==> src/rtl/pow_sq_mul_if.sv <==
// Handshake and operand/result bundle for the square-and-multiply exponentiation engine.
interface pow_sq_mul_if #(
    parameter int WIDTH     = 32,
    parameter int EXP_WIDTH = 32
);
    logic                 start;
    logic [WIDTH-1:0]     x;
    logic [EXP_WIDTH-1:0] n;
    logic                 busy;
    logic                 done;
    logic [WIDTH-1:0]     res;
    logic                 ovf;

    modport master (
        output start, x, n,
        input  busy, done, res, ovf
    );

    modport slave (
        input  start, x, n,
        output busy, done, res, ovf
    );
endinterface

==> src/rtl/pow_sq_mul.sv <==
// Sequential x^n mod 2^WIDTH, right-to-left square-and-multiply, one exponent bit per cycle.
//
// state | meaning
// IDLE  | waiting for start; res/ovf hold the last result
// STEP  | consume one exponent bit per cycle; leave when exponent is exhausted
// DONE  | one-cycle done pulse, then back to IDLE
module pow_sq_mul #(
    parameter int WIDTH     = 32,
    parameter int EXP_WIDTH = 32
) (
    input logic          clk,
    input logic          rst,
    pow_sq_mul_if.slave  bus
);
    typedef enum logic [1:0] {IDLE, STEP, DONE} state_t;

    state_t               state, state_nxt;
    logic [WIDTH-1:0]     base, base_nxt;
    logic [WIDTH-1:0]     acc, acc_nxt;
    logic [EXP_WIDTH-1:0] e, e_nxt;
    logic                 ovf_acc, ovf_acc_nxt;
    logic [WIDTH-1:0]     res_q, res_nxt;
    logic                 ovf_q, ovf_nxt;

    logic [2*WIDTH-1:0]   mul_acc;
    logic [2*WIDTH-1:0]   mul_sq;
    logic [EXP_WIDTH-1:0] e_shr;

    assign mul_acc = {{WIDTH{1'b0}}, acc}  * {{WIDTH{1'b0}}, base};
    assign mul_sq  = {{WIDTH{1'b0}}, base} * {{WIDTH{1'b0}}, base};
    assign e_shr   = e >> 1;

    always_ff @(posedge clk) begin
        if (rst) begin
            state <= IDLE;
            res_q <= '0;
            ovf_q <= 1'b0;
        end else begin
            state <= state_nxt;
            res_q <= res_nxt;
            ovf_q <= ovf_nxt;
        end
    end

    // Datapath contents are only meaningful once IDLE has loaded them.
    always_ff @(posedge clk) begin
        base    <= base_nxt;
        acc     <= acc_nxt;
        e       <= e_nxt;
        ovf_acc <= ovf_acc_nxt;
    end

    always_comb begin
        state_nxt   = state;
        base_nxt    = base;
        acc_nxt     = acc;
        e_nxt       = e;
        ovf_acc_nxt = ovf_acc;
        res_nxt     = res_q;
        ovf_nxt     = ovf_q;
        case (state)
            IDLE: begin
                if (bus.start) begin
                    base_nxt    = bus.x;
                    e_nxt       = bus.n;
                    acc_nxt     = WIDTH'(1);
                    ovf_acc_nxt = 1'b0;
                    state_nxt   = STEP;
                end
            end
            STEP: begin
                if (e != '0) begin
                    if (e[0]) begin
                        acc_nxt = mul_acc[WIDTH-1:0];
                        if (|mul_acc[2*WIDTH-1:WIDTH]) ovf_acc_nxt = 1'b1;
                    end
                    // A squared base that overflows only matters if a later bit will use it.
                    base_nxt = mul_sq[WIDTH-1:0];
                    if ((|mul_sq[2*WIDTH-1:WIDTH]) && (e_shr != '0)) ovf_acc_nxt = 1'b1;
                    e_nxt = e_shr;
                end else begin
                    res_nxt   = acc;
                    ovf_nxt   = ovf_acc;
                    state_nxt = DONE;
                end
            end
            DONE:    state_nxt = IDLE;
            default: state_nxt = IDLE;
        endcase
    end

    assign bus.busy = (state == STEP);
    assign bus.done = (state == DONE);
    assign bus.res  = res_q;
    assign bus.ovf  = ovf_q;
endmodule

==> src/flat_wrapper.sv <==
// flat-port wrapper written by rule: the top's interface ports become plain ports
module pow_sq_mul_flat 
#(
    parameter int WIDTH     = 32,
    parameter int EXP_WIDTH = 32
)
  (clk, rst, bus_start, bus_x, bus_n, bus_busy, bus_done, bus_res, bus_ovf);
  pow_sq_mul_if #(.WIDTH(WIDTH), .EXP_WIDTH(EXP_WIDTH)) bus_i ();
  input logic clk;
  input logic rst;
  input wire logic [$bits(bus_i.start)-1:0] bus_start;
  input wire logic [$bits(bus_i.x)-1:0] bus_x;
  input wire logic [$bits(bus_i.n)-1:0] bus_n;
  output wire logic [$bits(bus_i.busy)-1:0] bus_busy;
  output wire logic [$bits(bus_i.done)-1:0] bus_done;
  output wire logic [$bits(bus_i.res)-1:0] bus_res;
  output wire logic [$bits(bus_i.ovf)-1:0] bus_ovf;
  assign bus_i.start = bus_start;
  assign bus_i.x = bus_x;
  assign bus_i.n = bus_n;
  assign bus_busy = bus_i.busy;
  assign bus_done = bus_i.done;
  assign bus_res = bus_i.res;
  assign bus_ovf = bus_i.ovf;
  pow_sq_mul #(.WIDTH(WIDTH), .EXP_WIDTH(EXP_WIDTH)) u_core (.clk(clk), .rst(rst), .bus(bus_i));
endmodule
==> config.mk <==
export PLATFORM = sky130hd
export DESIGN_NAME = pow_sq_mul_flat
export DESIGN_NICKNAME = d
export VERILOG_FILES = /design/src/rtl/pow_sq_mul_if.sv /design/src/rtl/pow_sq_mul.sv /design/src/flat_wrapper.sv
export SDC_FILE = /design/constraint.sdc
export NUM_CORES = 2
export LEC_CHECK = 0
export ABC_CLOCK_PERIOD_IN_PS = 24400
export CAP_MARGIN = 20
export CORE_ASPECT_RATIO = 2
export CORE_MARGIN = 5
export CORE_UTILIZATION = 60
export CTS_BUF_LIST = sky130_fd_sc_hd__clkbuf_16
export CTS_CLUSTER_SIZE = 10
export DETAILED_ROUTE_END_ITERATION = 10
export PLACE_DENSITY = 0.86
export SYNTH_ARGS = -nofsm -noshare
export SYNTH_HDL_FRONTEND = slang
export SYNTH_SLANG_ARGS = --single-unit
==> constraint.sdc <==
create_clock -name clk -period 24.4 [get_ports clk]
set_input_delay 6.1 -clock clk [delete_from_list [all_inputs] [get_ports clk]]
set_output_delay 6.1 -clock clk [all_outputs]
set_load 0.01 [all_outputs]
-- Yosys cells after proc, flatten, opt, wreduce, memory -nomap -nowiden
Cells that the tools add are included.
- reduce and logical (&&, ||, !) cells: 12
- equality and inequality tests: 8
- multiplexer cells: 19
- bitwise operators: 1
- $mul: 2
- operator list (operator ; count):
    32-bit 2-to-1 mux ; 7
    32-bit case mux with 2 select lines ; 3
    32-bit by 32-bit multiplier with 64-bit output ; 2
    32-bit nonzero test ; 2
    32-bit OR reduction ; 2
    3-bit by 1-bit != test with 1-bit output (second input constant) ; 2
    1-bit 2-to-1 mux ; 5
    5-bit AND reduction ; 1
    2-bit 2-to-1 mux ; 2
    2-bit by 1-bit != test with 1-bit output (second input constant) ; 2
    2-bit != test (second input constant) ; 2
    2-bit case mux with 2 select lines ; 1
    2-bit AND reduction ; 2
    4-bit AND reduction ; 1
    3-bit AND reduction ; 1
    2-bit by 1-bit equality test with 1-bit output (second input constant) ; 1
    2-bit equality test (second input constant) ; 1
    2-bit logical NOT ; 1
    1-bit case mux with 2 select lines ; 1
    2-bit nonzero test ; 1
    1-bit logical AND ; 1
    1-bit NOT ; 1
- input port bits: 67
- word-level logic and storage cells: 49
- register bits after elaboration: 132
- output and inout bits: 35

-- Depth between registers and ports, before layout
- depth after elaboration: 7
- gate-level depth with buffers: 34
- mapped depth without buffers: 31

-- Worst setup path before layout
No wires, ideal clock.
- path type: in2reg
- start: in bus_start
- end: reg u_core.ovf_acc, enable pin
- data required time: 24.154 ns
- path slack: 15.214 ns
- library setup time: 0.246 ns
- cell stages on the path: 4
- buffers on the path: 0
- data arrival time: 8.940 ns
- cell sequence: nand2_1 o21ai_0 o21a_1 a22o_1
- longest elaborated chain between the ends: 2
- ends and longest elaborated chain (element ; RTL line ; text):
    start: declaration ; flat_wrapper.sv:11 ; input wire logic [$bits(bus_i.start)-1:0] bus_start;
    2-bit != test (no line) ; -- ;
    5-bit AND reduction (no line) ; -- ;
    end signal: assignment ; pow_sq_mul.sv:50 ; ovf_acc <= ovf_acc_nxt;
    end: declaration ; pow_sq_mul.sv:21 ; logic ovf_acc, ovf_acc_nxt;
Every way passes these cells.
A chain may end at the register's enable or synchronous reset.

-- Final worst setup path
- start: reg u_core.base[26]
- end: reg u_core.ovf_acc, enable pin
- longest elaborated chain between the ends: 5
- elaborated cells between the ends (all ways): 8
- classes of those cells: mul: 2; eq/ne: 2; reduce/logical: 4
- ends and longest elaborated chain (element ; RTL line ; text):
    start: declaration ; pow_sq_mul.sv:18 ; logic [WIDTH-1:0] base, base_nxt;
    start signal: assignment ; pow_sq_mul.sv:47 ; base <= base_nxt;
    32-bit by 32-bit multiplier with 64-bit output ; pow_sq_mul.sv:30 ; assign mul_sq = {{WIDTH{1'b0}}, base} * {{WIDTH{1'b0}}, base};
    32-bit OR reduction ; pow_sq_mul.sv:79 ; if ((|mul_sq[2*WIDTH-1:WIDTH]) && (e_shr != '0)) ovf_acc_nxt = 1'b1;
    1-bit logical AND ; pow_sq_mul.sv:79 ;
    3-bit by 1-bit != test with 1-bit output (no line) ; -- ;
    5-bit AND reduction (no line) * ; -- ;
Every way passes the cells marked *; elsewhere a longest branch is shown, timed or not.

==> flow_metrics.py <==
metrics = {
    "timing": {
        "finalClockSkew_ns": 0.0297,
        "slew_violations": 0,
        "max_slew_margin_pct": 21.1,
        "finalCriticalPeriod_ns": 11.53,
        "finalSetupViolCount": 0,
        "fin_crit_sh_pct": 47.3,
        "finalHoldViolCount": 0,
        "rsz0062_at_grt": "false",
        "worst_slew_pin_slew_ns": 1.17,
        "timing.fmax_ghz": 0.0867,
        "setup_tns_ns": 0,
        "setup_ws_ns": 12.87,
        "fin_hold_ws_ns": 0.456,
    },
    "setup_path": {
        "critical_path.top_delay_family": "adder cells",
        "cp_max_fo": 31,
        "start_kind": "flop",
        "slowest_stage": "nor4_1",
        "cp_slowest_stage_delay_ns": 0.95,
        "worstReg2RegEnd": "u_core.ovf_acc",
        "end_kind": "flop",
        "regToRegSetupSlack_ns": 12.87,
        "critPathBufInv": 5,
        "path_common_cell": "fa_1",
        "reg2reg_from": "u_core.base[26]",
        "crit_required_ns": 24.72,
        "criticalPathCategory": "reg2reg",
        "cp.arrival_ns": 11.86,
        "reg2regPathDepth": 27,
    },
    "synthesis": {
        "syn_avg_cell_area_sq_um": 9.22,
        "synthArstFlopShare_pct": 0,
        "yosys.area_share.simple_pct": 16.6,
        "synth_cells": 7411,
        "synth_xor_area_share_pct": 1.68,
        "yosysUniqueCellTypes": 80,
        "yosys-mux-area-fraction_pct": 0.253,
        "ys_seq_elements": 132,
        "ys_seq_area_share_pct": 5.29,
        "synth_top_family_by_area": "adder cells",
        "synth_fp_nets": 9721,
        "synth-edff-count": 97,
        "syn_area_sq_um": 68300,
        "synth_compound_area_share_pct": 5.23,
        "ys_warn_count": 0,
        "ys.flop_type": "edfxtp_1",
        "synthAdderAreaFrac_pct": 59.6,
    },
    "drt": {
        "via_per_inst": 6.33,
        "wl_met1_um": 64800,
        "ant_nets": 0,
        "drt-total-wl_um": 250000,
        "vias": 55400,
        "dr_wl_met3_um": 27100,
        "first_pass_iters": 7,
        "dr_wl_met2_um": 120000,
        "routedWlPerCell_um": 28.6,
        "post-route-drc-count": 0,
        "drt_iter0_drc": 5547,
        "routed.top_layer": "met5",
    },
    "floorplan": {
        "die_area_sq_um": 121000,
        "pin_count": 102,
        "die_h_um": 487,
        "die_w_um": 249,
        "core_area_sq_um": 113000,
        "core.rowCount": 175,
        "start_util_pct": 60.2,
    },
    "min_path": {
        "hold_path_depth": 2,
        "hold-path-endpoint": "u_core.bus.res[7]",
        "min-delay-start": "u_core.bus.res[7]",
        "hold_path.class": "reg2reg",
    },
    "clock_network": {
        "clk_latency_ns": 0.56,
        "cts_buffers": 17,
        "cts_resized": 0,
        "cts_buffer_depth": 2,
        "holdBufCountCts": 0,
        "cts_setup_buffers": 0,
        "clockRootBuffer": "clkbuf_16",
        "cts_tree": "built",
        "clkSinkCount": 132,
        "htreeDepth": 4,
        "path_clk_slew_ns": 0.08,
    },
    "global_routing": {
        "grt_pass1_wl_um": 372000,
        "gr-total-overflow": 0,
        "antenna_found_initial": 18,
        "grt_usage_pct": 41.8,
        "grt_start_max_net_pins": 67,
        "grt_pass1_vias": 63700,
    },
    "outcome": {
        "status": "completed",
    },
    "cells_and_area": {
        "drive_gt1_share_pct": 2.31,
        "final_common_cell": "fa_1",
        "layout_common_cells": "fa_1, inv_1, nand2_1",
        "fin_cells": 8747,
        "final_nets": 9523,
        "area_growth_pct": 3.89,
    },
    "flow_run": {
        "max_cap_violations": 0,
    },
    "placement": {
        "dpl.hpwl_um": 185000,
        "io_buffers": 101,
        "gp_congestion": 1.10,
        "placed_cells": 8695,
        "place_ws_ns": 13.41,
    },
}
## through the flow
stage	area [sq um]	utilization (%)
global route	70900	62.6
CTS	70900	62.5
floorplan	68300	-
detailed placement	70400	62.0
finish	71000	62.6
global placement	70400	62.0
## worst min-delay path, delay by kind of cell (launching register included)
kind             cells  cell delay, ns
AO/OA/AOI/OAI        1            0.05
flip-flops           1            0.31
AND/OR/NAND/NOR      1            0.05
## final cells by class
type / instances / area (sq um)
inverters: 1641 / 6160
clock inverters: 14 / 139
repair buffers: 196 / 1720
diodes: 18 / 45.0
flip-flops and latches: 132 / 3610
multi-input cells: 5225 / 57000
fillers: 9196 / 42400
well taps: 1504 / 1880
clock buffers: 17 / 425
## synth_stat cells, drive strengths merged (5+ instances only)
cell     instances  area [sq um]
a211o            5          43.8
a211oi          12           100
a21boi          10          78.8
a21o            41           308
a21oi          208          1060
a221o            5          50.1
a22oi            5          37.5
a31o            12           105
a31oi           28           175
and2           884          5530
and3            12          75.1
and4            11          96.3
buf             29           140
clkbuf         384          1440
dfxtp           35           701
edfxtp          97          2910
fa            1689         33800
ha             554          6930
inv           1640          6160
mux2i           15           150
nand2          993          3730
nand2b          14          87.6
nand3           36           180
nand3b           6          45.0
nand4           62           388
nor2           129           484
nor2b           20           125
nor3            35           175
nor4            27           175
o2111ai          8          70.1
o211ai          13          97.6
o21a            25           188
o21ai          128           641
o21bai          17           128
o22ai            6          37.5
o31ai            9          72.6
or2              9          56.3
or3              9          56.3
xnor2           75           657
xor2            56           490
## worst max-delay path by stage
stage / startpoint / endpoint / slack (ns) / cells past startpoint
floorplan: bus_start / u_core.ovf_acc / 15.21 / 4
global placement: u_core.base[26] / u_core.ovf_acc / 13.37 / 27
detailed placement: u_core.base[26] / u_core.ovf_acc / 13.41 / 27
CTS: u_core.base[26] / u_core.ovf_acc / 13.41 / 27
global route: u_core.base[26] / u_core.ovf_acc / 12.90 / 27
finish: u_core.base[26] / u_core.ovf_acc / 12.87 / 27
## state kept, by name, indices dropped and copies added, names as in the netlist
signal,cells
u_core.acc,32
u_core.base,32
u_core.bus.ovf,1
u_core.bus.res,32
u_core.e,32
u_core.ovf_acc,1
u_core.state,2
## per-layer routing
metal / global-route usage, % / vias up
met2: 69.6 / 4293
met5: 0.563 / -
met4: 46.3 / 6
met3: 13.0 / 2231
li1: - / 21700
met1: 37.5 / 27200
## kinds of logic after synthesis
group | after synthesis
multiplexers | 17
buffers and inverters | 2054
AO/OA/AOI/OAI | 571
AND/OR/NAND/NOR | 2263
XOR/XNOR | 131
adder cells (fa/ha/maj) | 2243
flip-flops | 132
Power is left out: the tool's default activity adds up to more than one toggle a clock period on the data nets, which glitch-free logic cannot reach.
